**src/rtl/pc_next_unit.sv**
```systemverilog
// pc_next_unit: IF-stage program-counter register with an N-source next-PC
// select. Holds the PC under stall, buffers one redirect that arrives while
// stalled (newest wins), and flags misaligned fetch addresses.
//
// Optional feature macro: PC_NEXT_EXC_VEC_EN
//   When defined, adds exc_req/epc. An exception request takes precedence over
//   stall and redirect, loads EXC_VECTOR and saves the current pc in epc.
module pc_next_unit #(
    parameter int               WIDTH    = 32,
    parameter int               NSRC     = 4,
    parameter int               SEL_W    = 2,
    parameter int               INC      = 4,
    parameter logic [WIDTH-1:0] RESET_PC = 'h0000_3000
`ifdef PC_NEXT_EXC_VEC_EN
    ,
    parameter logic [WIDTH-1:0] EXC_VECTOR = 'h0000_4180
`endif
) (
    input  logic                  clk,
    input  logic                  reset,
    input  logic                  stall,
    input  logic                  redirect_valid,
    input  logic [SEL_W-1:0]      redirect_sel,
    input  logic [NSRC*WIDTH-1:0] src_in,
`ifdef PC_NEXT_EXC_VEC_EN
    input  logic                  exc_req,
    output logic [WIDTH-1:0]      epc,
`endif
    output logic [WIDTH-1:0]      pc,
    output logic [WIDTH-1:0]      pc_plus,
    output logic                  pend_valid,
    output logic                  misalign
);

    logic [WIDTH-1:0] tgt;
    logic [WIDTH-1:0] pend_target;
    logic [WIDTH-1:0] pc_d;
    logic [WIDTH-1:0] pend_target_d;
    logic             pend_valid_d;

    // Sequential fall-through address, wraps modulo 2^WIDTH.
    assign pc_plus = pc + WIDTH'(INC);

    // Redirect target mux; an out-of-range select falls back to source 0.
    always_comb begin
        // NOTE: default assignment first so every path drives tgt (no latch).
        tgt = src_in[0 +: WIDTH];
        for (int k = 1; k < NSRC; k++) begin
            if (redirect_sel == SEL_W'(k)) begin
                tgt = src_in[k*WIDTH +: WIDTH];
            end
        end
    end

    // Next-state priority: exception, stall(+buffer), live redirect, pending, increment.
    always_comb begin
        pc_d          = pc;
        pend_target_d = pend_target;
        pend_valid_d  = pend_valid;
`ifdef PC_NEXT_EXC_VEC_EN
        if (exc_req) begin
            pc_d         = EXC_VECTOR;
            pend_valid_d = 1'b0;
        end else
`endif
        if (stall) begin
            if (redirect_valid) begin
                pend_target_d = tgt;
                pend_valid_d  = 1'b1;
            end
        end else if (redirect_valid) begin
            pc_d         = tgt;
            pend_valid_d = 1'b0;
        end else if (pend_valid) begin
            pc_d         = pend_target;
            pend_valid_d = 1'b0;
        end else begin
            pc_d = pc_plus;
        end
    end

    // PC, pending-redirect buffer and misalign flag registers.
    always_ff @(posedge clk) begin
        // NOTE: sequential state uses non-blocking assignments only.
        if (reset) begin
            pc          <= RESET_PC;
            pend_valid  <= 1'b0;
            pend_target <= '0;
            misalign    <= (RESET_PC[1:0] != 2'b00);
        end else begin
            pc          <= pc_d;
            pend_valid  <= pend_valid_d;
            pend_target <= pend_target_d;
            misalign    <= (pc_d[1:0] != 2'b00);
        end
    end

`ifdef PC_NEXT_EXC_VEC_EN
    // Exception return address: captured on exception entry, held otherwise.
    always_ff @(posedge clk) begin
        if (reset) begin
            epc <= '0;
        end else if (exc_req) begin
            epc <= pc;
        end
    end
`endif

endmodule
```
**config.mk**
```make
export PLATFORM = sky130hd
export DESIGN_NAME = pc_next_unit
export DESIGN_NICKNAME = d
export VERILOG_FILES = /design/src/rtl/pc_next_unit.sv
export SDC_FILE = /design/constraint.sdc
export NUM_CORES = 1
export LEC_CHECK = 0
export BUFFER_PORTS_ARGS = -buffer_cell sky130_fd_sc_hd__buf_2
export CORE_UTILIZATION = 44
export CTS_CLUSTER_DIAMETER = 120
export CTS_CLUSTER_SIZE = 12
export DETAILED_ROUTE_END_ITERATION = 8
export HOLD_SLACK_MARGIN = 0.1
export PLACE_DENSITY = 0.78
export SYNTH_ARGS = -nofsm -noshare
export SYNTH_HDL_FRONTEND = slang
export SYNTH_SLANG_ARGS = --single-unit
```
**constraint.sdc**
```tcl
create_clock -name clk -period 2.2 [get_ports clk]
set_input_delay 0.44 -clock clk [delete_from_list [all_inputs] [get_ports clk]]
set_output_delay 0.44 -clock clk [all_outputs]
set_load 0.02 [all_outputs]
```
==> results.sh, run 1 <==
export IMPL_status="complete, but fails checks"
export IMPL_violations="negative setup slack"
export IMPL_synth_seq_area_share_pct=28.29
export IMPL_rsz0062_at_grt="true"
export IMPL_antenna_found_initial=0
export IMPL_cts_tree="yes"
export IMPL_routed_via_density=5.908
export IMPL_drc_errors=0
export IMPL_io_buffers=199
export IMPL_synth_edff_count=0
export IMPL_placed_area_um2=6231
export IMPL_die_area_um2=11030
export IMPL_synth_seq_cells=66
export IMPL_async_reset_ff_share_pct=0
export IMPL_ys_warn_count=0
export IMPL_drv_cap=0
export IMPL_most_common_layout_cells="179 x buf_2, 117 x buf_4, 70 x nand2_1"
export IMPL_synth_nets=690
export IMPL_post_place_cells=916
export IMPL_hp_class="flop to flop"
export IMPL_drive_gt1_share_pct=51.62
export IMPL_clkTransAtPathRegs_ns=0.08
export IMPL_whs_ns=0.4571
export IMPL_cp_required_ns=1.76
export IMPL_power_leakage_nw=3.340
export IMPL_hold_violations=0
export IMPL_final_common_cell="buf_2"
export IMPL_drt_pass1_iter_count=8
export IMPL_design_area_um2=7094
export IMPL_die_h_um=105.0
export IMPL_ant_nets=0
export IMPL_synth_area_um2=4671
export IMPL_finClkSkew_ns=0.008308
export IMPL_grt_pass1_vias=5354
export IMPL_dp_slack_ns=-0.01281
export IMPL_htreeDepth=3
export IMPL_postCtsHoldBufs=0
export IMPL_yosysUniqueCellTypes=64
export IMPL_gr_total_overflow=0
export IMPL_critPathMaxFanout=3
export IMPL_end_kind="output pin"
export IMPL_row_count=37
export IMPL_root_buffer="clkbuf_8"
export IMPL_layoutNonFillerInstCount=971
export IMPL_start_util_pct=45.24
export IMPL_wl_per_cell_um=18.49
export IMPL_ios=200
export IMPL_diodes=0
export IMPL_area_growth_syn_to_layout_pct=51.89
export IMPL_grt_pass1_wl_um=27580
export IMPL_synthCells=555
export IMPL_ctsLongestPathBuffers=2
export IMPL_setup_viol=22
export IMPL_period_share_pct=112.8
export IMPL_crit_type="flop to output pin"
export IMPL_dp_hpwl_um=13060
export IMPL_start_kind="flop"
export IMPL_clock_latency_ns=0.35
export IMPL_num_nets_final=965
export IMPL_period_minus_slack_ns=2.483
export IMPL_avgSynthCellArea_um2=8.416
export IMPL_wirelength_um=17950
export IMPL_max_freq_ghz=0.4028
export IMPL_num_fill_cells=798
export IMPL_ir_drop_mv=0.3529
export IMPL_multi_input_area_um2=3369
export IMPL_relSlewSlack_pct=27.63
export IMPL_vias=5737
export IMPL_tightestPinTransition_ns=1.083
export IMPL_layout_setup_ws_ns=-0.2827
export IMPL_die_w_um=105.0
export IMPL_maxSlewViolCount=0
export IMPL_cts_sinks=66
export IMPL_seqCellArea_um2=1360
export IMPL_drt_iter0_markers=495
export IMPL_core_area_um2=10320
export IMPL_track_usage_pct=32.02
export IMPL_arrival_ns=2.04
export IMPL_gp_congestion=0.9910
export IMPL_synth_flop_cell="dfxtp_1"
export IMPL_grt_max_degree=31
export IMPL_p_per_area_nw_per_um2=497.2
export IMPL_cts_buffers=9
per-stage QoR:
| step | utilization, % | power, mW | TNS (ns) |
|---|---|---|---|
| 2_1_floorplan | - | 1.974 | 0 |
| 3_3_place_gp | 60.36 | 2.371 | 0 |
| 3_5_place_dp | 60.36 | 2.397 | -0.02102 |
| 4_1_cts | 66.95 | 3.485 | -2.651 |
| 5_1_grt | 68.72 | 3.669 | -4.501 |
| 6_report | 68.72 | 3.528 | -2.916 |
timing repair:
| item | 4_1_cts | 5_1_grt |
|---|---|---|
| setup buffers | 34 | 11 |
| endpoints found under the setup margin | 22 | 27 |
| pin swaps | 29 | 26 |
| resized for setup | 58 | 32 |
routing by layer:
metal / GRT usage, % / routed length [µm]
met1: 41.48 / 7123
met5: 0 / 0
met2: 53.36 / 8753
met4: 10.26 / 342
met3: 6.488 / 1732
synth_stat cells (all sizes together), types with 7 or more instances:
cell type / instances / share of area [%]
mux2i: 21 / 4.5
and2: 9 / 1.2
a31oi: 9 / 1.2
nand3: 16 / 2.1
nor4: 9 / 2.3
o21ai: 21 / 2.3
and3: 10 / 1.3
a21oi: 53 / 5.7
mux4: 24 / 12
buf: 19 / 2.5
nand2: 79 / 6.3
nand2b: 10 / 1.3
xnor2: 20 / 3.8
nor3: 10 / 1.3
nor2: 38 / 3.1
dfxtp: 66 / 28
clkbuf: 29 / 2.4
o211ai: 8 / 1.3
o221ai: 7 / 1.3
nand4: 16 / 2.4
critical path: stages, from the launching register on:
cell	delay (ns)
dfxtp_2	0.35
nand2_2	0.09
or4_4	0.59
o31a_1	0.31
or2_4	0.23
buf_6	0.13
flip-flops by register name (all words and copies together), names as in the netlist:
signal	count
pend_valid	1
pend_target	32
pc	32
misalign	1
cells by family after synthesis:
| family | count (synthesis) | share of synthesized area (%) |
|---|---|---|
| adders and majority gates | 1 | 0.2678 |
| xor gates and xnor gates | 26 | 4.875 |
| muxes | 48 | 16.80 |
| DFF | 66 | 28.29 |
| AOI/OAI and AO/OA | 143 | 19.93 |
| and+or+nand+nor | 215 | 24.32 |
| buffers and inverters | 56 | 5.518 |
final cells by class:
cell class,count,area share [%]
clock inverters,6,0.8995
repair buffers,312,27.67
inverters,8,0.4233
clock buffers,10,1.940
well taps,136,2.399
multi-input cells,433,47.50
flip-flops and latches,66,19.17
power breakdown:
part / switching, mW / internal, mW
combinational: 0.612 / 0.500
clock: 0.518 / 0.556
sequential: 0.0620 / 1.28
total: 1.19 / 2.34
final timing paths:
path	slack (ns)	cells past startpoint	startpoint	endpoint
max	-0.28	5	pc[19]$_SDFFE_PP0N_	pc_plus[31]
max reg2reg	0.12	11	pc[7]$_SDFFE_PP0N_	pc[19]$_SDFFE_PP0N_
min	0.46	2	pend_target[10]$_SDFFE_PP0P_	pend_target[10]$_SDFFE_PP0P_
min reg2reg	0.46	2	pend_target[10]$_SDFFE_PP0P_	pend_target[10]$_SDFFE_PP0P_
Note: power is estimated with default switching activity, not from simulation.
==> run 2, diff against run 1 <==
CORE_ASPECT_RATIO = 2   (was default)
SETUP_SLACK_MARGIN = 0.3   (was default)
==> results.sh, run 2 (synthesized netlist as in run 1, its figures left out) <==
export IMPL_dp_slack_ns=0.002596
export IMPL_clock_latency_ns=0.34
export IMPL_placed_area_um2=6380
export IMPL_multi_input_area_um2=3635
export IMPL_maxSlewViolCount=0
export IMPL_hp_start="pend_target[10]$_SDFFE_PP0P_"
export IMPL_drive_gt1_share_pct=55.28
export IMPL_drv_cap=0
export IMPL_whs_ns=0.4533
export IMPL_drt_iter0_markers=469
export IMPL_cts_sinks=66
export IMPL_relSlewSlack_pct=56.21
export IMPL_hp_class="flop to flop"
export IMPL_track_usage_pct=34.17
export IMPL_hold_violations=0
export IMPL_vias=5991
export IMPL_worstReg2RegEnd="pc[26]$_SDFFE_PP0N_"
export IMPL_core_area_um2=10210
export IMPL_grt_pass1_vias=5654
export IMPL_die_w_um=74.86
export IMPL_arrival_ns=2.20
export IMPL_drt_pass1_iter_count=5
export IMPL_dp_hpwl_um=13440
export IMPL_rsz0062_at_grt="true"
export IMPL_start_util_pct=45.73
export IMPL_cp_required_ns=1.76
export IMPL_final_common_cell="buf_2"
export IMPL_grt_pass1_wl_um=28340
export IMPL_die_area_um2=11060
export IMPL_diodes=0
export IMPL_area_growth_syn_to_layout_pct=67.26
export IMPL_setup_viol=21
export IMPL_violations="negative setup slack"
export IMPL_num_nets_final=982
export IMPL_drc_errors=0
export IMPL_end_kind="output pin"
export IMPL_period_share_pct=120.2
export IMPL_finClkSkew_ns=0.006594
export IMPL_worstHoldPathCells=2
export IMPL_antenna_found_initial=0
export IMPL_postCtsHoldBufs=0
export IMPL_setup_tns_final_ns=-6.470
export IMPL_io_buffers=199
export IMPL_start_kind="flop"
export IMPL_power_leakage_nw=3.583
export IMPL_root_buffer="clkbuf_16"
export IMPL_seqCellArea_um2=1380
export IMPL_htreeDepth=3
export IMPL_cts_tree="yes"
export IMPL_r2r_start="pc[17]$_SDFFE_PP0N_"
export IMPL_row_count=52
export IMPL_layout_setup_ws_ns=-0.4443
export IMPL_cts_buffers=9
export IMPL_most_common_layout_cells="171 x buf_2, 114 x buf_4, 70 x nand2_1"
export IMPL_crit_type="flop to output pin"
export IMPL_gr_total_overflow=0
export IMPL_num_fill_cells=653
export IMPL_max_freq_ghz=0.3782
export IMPL_wl_per_cell_um=20.44
export IMPL_routed_via_density=6.070
export IMPL_r2r_setup_slack_ns=0.05
export IMPL_top_regs="pc (32), pend_target (32)"
export IMPL_clkTransAtPathRegs_ns=0.06
export IMPL_ir_drop_mv=0.4265
export IMPL_ant_nets=0
export IMPL_tightestPinTransition_ns=0.6539
export IMPL_period_minus_slack_ns=2.644
export IMPL_status="complete, but fails checks"
export IMPL_ctsLongestPathBuffers=2
export IMPL_critPathMaxFanout=4
export IMPL_die_h_um=147.7
export IMPL_min_to="pend_target[10]$_SDFFE_PP0P_"
export IMPL_r2r_cells=8
export IMPL_grt_max_degree=29
export IMPL_gp_congestion=0.9356
export IMPL_p_per_area_nw_per_um2=537.1
export IMPL_wirelength_um=20180
export IMPL_design_area_um2=7812
export IMPL_ios=200
[run 2: per-layer routing]
layer	up-vias	routed length, µm	GRT usage, %
li1	2652	-	-
met1	2835	7014	37.20
met2	396	10250	57.97
met3	108	1345	4.567
met4	0	1565	25.09
met5	-	0	0
[run 2: layout make-up]
| class | instances | share of cell area [%] |
|---|---|---|
| clock inverters | 7 | 1.505 |
| repair buffers | 329 | 28.88 |
| clock buffers | 9 | 2.883 |
| well taps | 135 | 2.162 |
| flip-flops and latches | 66 | 17.66 |
| multi-input cells | 433 | 46.52 |
| inverters | 8 | 0.3844 |
[run 2: power by group]
| part | leakage [nW] | internal (mW) | total [mW] | switching, mW |
|---|---|---|---|---|
| Combinational | 2.87 | 0.541 | 1.18 | 0.637 |
| Sequential | 0.553 | 1.28 | 1.36 | 0.0777 |
| Clock | 0.159 | 1.10 | 1.66 | 0.559 |
| Total | 3.58 | 2.92 | 4.20 | 1.27 |
[run 2: through the flow]
stage / util (%) / power (mW) / cells
after CTS: 71.63 / 4.113 / 953
after global placement: 62.46 / 2.385 / 908
after global routing: 76.48 / 4.321 / 987
after detailed placement: 62.46 / 2.408 / 908
final: 76.48 / 4.196 / 987
after floorplan: - / 2.001 / 555
[run 2: worst max-delay path: stages (launching register included)]
cell,delay (ns)
dfxtp_4,0.36
nand3_4,0.12
buf_6,0.14
buf_6,0.11
nor4_4,0.40
buf_4,0.23
nand4_1,0.14
xnor2_2,0.19
buf_4,0.17
[run 2: how the worst max path moves through the flow]
stage	depth (start not counted)	from	endpoint	slack, ns
3_3_place_gp	5	pc[3]$_SDFFE_PP0N_	pc_plus[23]	0.03
3_5_place_dp	6	redirect_valid	pc[21]$_SDFFE_PP0N_	0.003
6_report	8	pc[4]$_SDFFE_PP0N_	pc_plus[15]	-0.44
2_1_floorplan	5	pc[7]$_SDFFE_PP0N_	pc_plus[31]	0.03
4_1_cts	5	pc[5]$_SDFFE_PP0N_	pc_plus[31]	-0.30
5_1_grt	8	pc[4]$_SDFFE_PP0N_	pc_plus[15]	-0.56
[run 2: what timing repair did]
item | in CTS | in global routing
setup endpoints to repair | 31 | 37
resized for setup | 89 | 47
setup buffers | 29 | 34
pin swaps | 25 | 42
==> run 3, diff against run 2 <==
CORE_UTILIZATION = 45   (was 44)
CTS_BUF_LIST = sky130_fd_sc_hd__clkbuf_8   (was default)
PLACE_DENSITY = 0.79   (was 0.78)
==> results.sh, run 3 (synthesized netlist as in run 1, its figures left out) <==
export IMPL_wl_per_cell_um=19.78
export IMPL_post_route_util_pct=74.31
export IMPL_crit_type="flop to output pin"
export IMPL_critPathMaxFanout=3
export IMPL_gp_congestion=0.9718
export IMPL_dp_hpwl_um=13280
export IMPL_cpPeakStageDelay_ns=0.38
export IMPL_finClkSkew_ns=0.005317
export IMPL_rsz0062_at_grt="true"
export IMPL_ir_drop_mv=0.3801
export IMPL_arrival_ns=2.13
export IMPL_core_area_um2=10080
export IMPL_met2_usage_pct=57.14
export IMPL_root_buffer="clkbuf_8"
export IMPL_final_common_cell="buf_2"
export IMPL_most_common_layout_cells="172 x buf_2, 97 x buf_4, 69 x nand2_1"
export IMPL_num_nets_final=962
export IMPL_end_kind="output pin"
export IMPL_drive_gt1_share_pct=54.45
export IMPL_min_to="pend_target[27]$_SDFFE_PP0P_"
export IMPL_path_cells="ha_4 > nand4_1 > buf_4 > nor2_4 > nand4_1 > xnor2_2 > buf_4"
export IMPL_drt_iter0_markers=478
export IMPL_grt_max_degree=26
export IMPL_grt_util_met1_pct=37.83
export IMPL_gr_total_overflow=0
export IMPL_setup_viol=22
export IMPL_clock_latency_ns=0.35
export IMPL_p_total_mw=3.598
export IMPL_r2r_start="pc[5]$_SDFFE_PP0N_"
export IMPL_drc_errors=0
export IMPL_ios=200
export IMPL_whs_ns=0.4591
export IMPL_period_minus_slack_ns=2.571
export IMPL_start_util_pct=46.32
export IMPL_postCtsHoldBufs=0
export IMPL_row_count=52
export IMPL_violations="negative setup slack"
export IMPL_wirelength_um=19130
export IMPL_drt_pass1_iter_count=5
export IMPL_maxSlewViolCount=0
export IMPL_r2r_cells=9
export IMPL_post_place_cells=906
export IMPL_die_area_um2=10820
export IMPL_layoutNonFillerInstCount=967
export IMPL_worstHoldPathCells=2
export IMPL_use_met3_pct=5.866
export IMPL_htreeDepth=3
export IMPL_drv_cap=0
export IMPL_hp_start="pend_target[27]$_SDFFE_PP0P_"
export IMPL_grt_pass1_vias=5657
export IMPL_cts_buffers=9
export IMPL_diodes=0
export IMPL_routed_via_density=6.028
export IMPL_worstReg2RegEnd="pc[15]$_SDFFE_PP0N_"
export IMPL_power_leakage_nw=3.448
export IMPL_track_usage_pct=34.45
export IMPL_cts_sinks=66
export IMPL_tightestPinTransition_ns=0.5960
export IMPL_ctsLongestPathBuffers=2
export IMPL_top_regs="pc (32), pend_target (32)"
export IMPL_start_kind="flop"
export IMPL_antenna_found_initial=0
export IMPL_die_h_um=146.1
export IMPL_cp_required_ns=1.76
export IMPL_hp_class="flop to flop"
export IMPL_status="complete, but fails checks"
export IMPL_dp_slack_ns=0.02414
export IMPL_period_share_pct=116.9
export IMPL_cp_slowest_cell="dfxtp_4"
export IMPL_grt_busiest_layer="met2"
export IMPL_layout_setup_ws_ns=-0.3713
export IMPL_area_growth_syn_to_layout_pct=60.43
export IMPL_grt_pass1_wl_um=28220
export IMPL_hold_violations=0
export IMPL_relSlewSlack_pct=60.09
export IMPL_cts_tree="yes"
export IMPL_vias=5829
export IMPL_p_per_area_nw_per_um2=480.1
export IMPL_r2r_setup_slack_ns=0.18
export IMPL_clkTransAtPathRegs_ns=0.07
export IMPL_die_w_um=74.04
export IMPL_io_buffers=199
export IMPL_ant_nets=0
export IMPL_max_freq_ghz=0.3889
[run 3: changes by cell type in the layout (fill, tap and decap cells not counted), sizes merged]
| cell | change |
|---|---|
| clkinvlp | -1 |
| buf | -19 |
| clkinv | +1 |
| bufinv | -2 |
| clkbuf | +1 |
[run 3: where the power goes]
group	internal, mW	leakage, nW	switching (mW)	total, mW
clock	0.579	0.105	0.500	1.08
sequential	1.28	0.553	0.0728	1.35
combinational	0.535	2.79	0.634	1.17
[run 3: per-layer routing]
metal | wire length (µm) | part of all wire (%)
met2 | 9872 | 52
met3 | 1260 | 6.6
met1 | 6611 | 35
met4 | 1389 | 7.3
met5 | 0 | 0
[run 3: repair_timing]
item / 4_1_cts / 5_1_grt
endpoints found under the hold margin: 0 / 0
endpoints found under the setup margin: 25 / 40
resized for setup: 84 / 51
cloned: 0 / 0
pin swaps: 32 / 29
buffers inserted: 25 / 20
[run 3: area by class of cell]
| type | count | area (µm²) |
|---|---|---|
| clock buffer | 11 | 151.4 |
| clock inverter | 5 | 52.55 |
| fill | 709 | 2591 |
| inverter | 8 | 30.03 |
| multi-input combinational | 433 | 3630 |
| sequential | 66 | 1378 |
| tap | 135 | 168.9 |
| timing repair buffer | 309 | 2083 |
[run 3: worst max-delay path, delay by kind of cell, from the launching register on]
kind	cells	cell delay, ns
XOR/XNOR	1	0.22
adder cells (fa/ha/maj)	1	0.15
AND/OR/NAND/NOR	3	0.60
buffers and inverters	2	0.43
flip-flops	1	0.38
[run 3: worst max-delay path by stage]
stage | startpoint | end | slack (ns) | cells after the start
3_3_place_gp | pc[9]$_SDFFE_PP0N_ | pc_plus[23] | 0.04 | 5
3_5_place_dp | pc[3]$_SDFFE_PP0N_ | pc_plus[23] | 0.02 | 5
5_1_grt | pc[2]$_SDFFE_PP0N_ | pc_plus[30] | -0.43 | 7
4_1_cts | pc[22]$_SDFFE_PP0N_ | pc_plus[31] | -0.30 | 5
6_report | pc[2]$_SDFFE_PP0N_ | pc_plus[30] | -0.37 | 7
2_1_floorplan | pc[7]$_SDFFE_PP0N_ | pc_plus[31] | 0.03 | 5
[run 3: per-stage QoR]
stage	setup TNS [ns]	cell area, µm²
after CTS	-3.334	7116
after global placement	0	6377
after floorplan	0	4946
final	-4.842	7493
after global routing	-6.303	7493
after detailed placement	0	6377
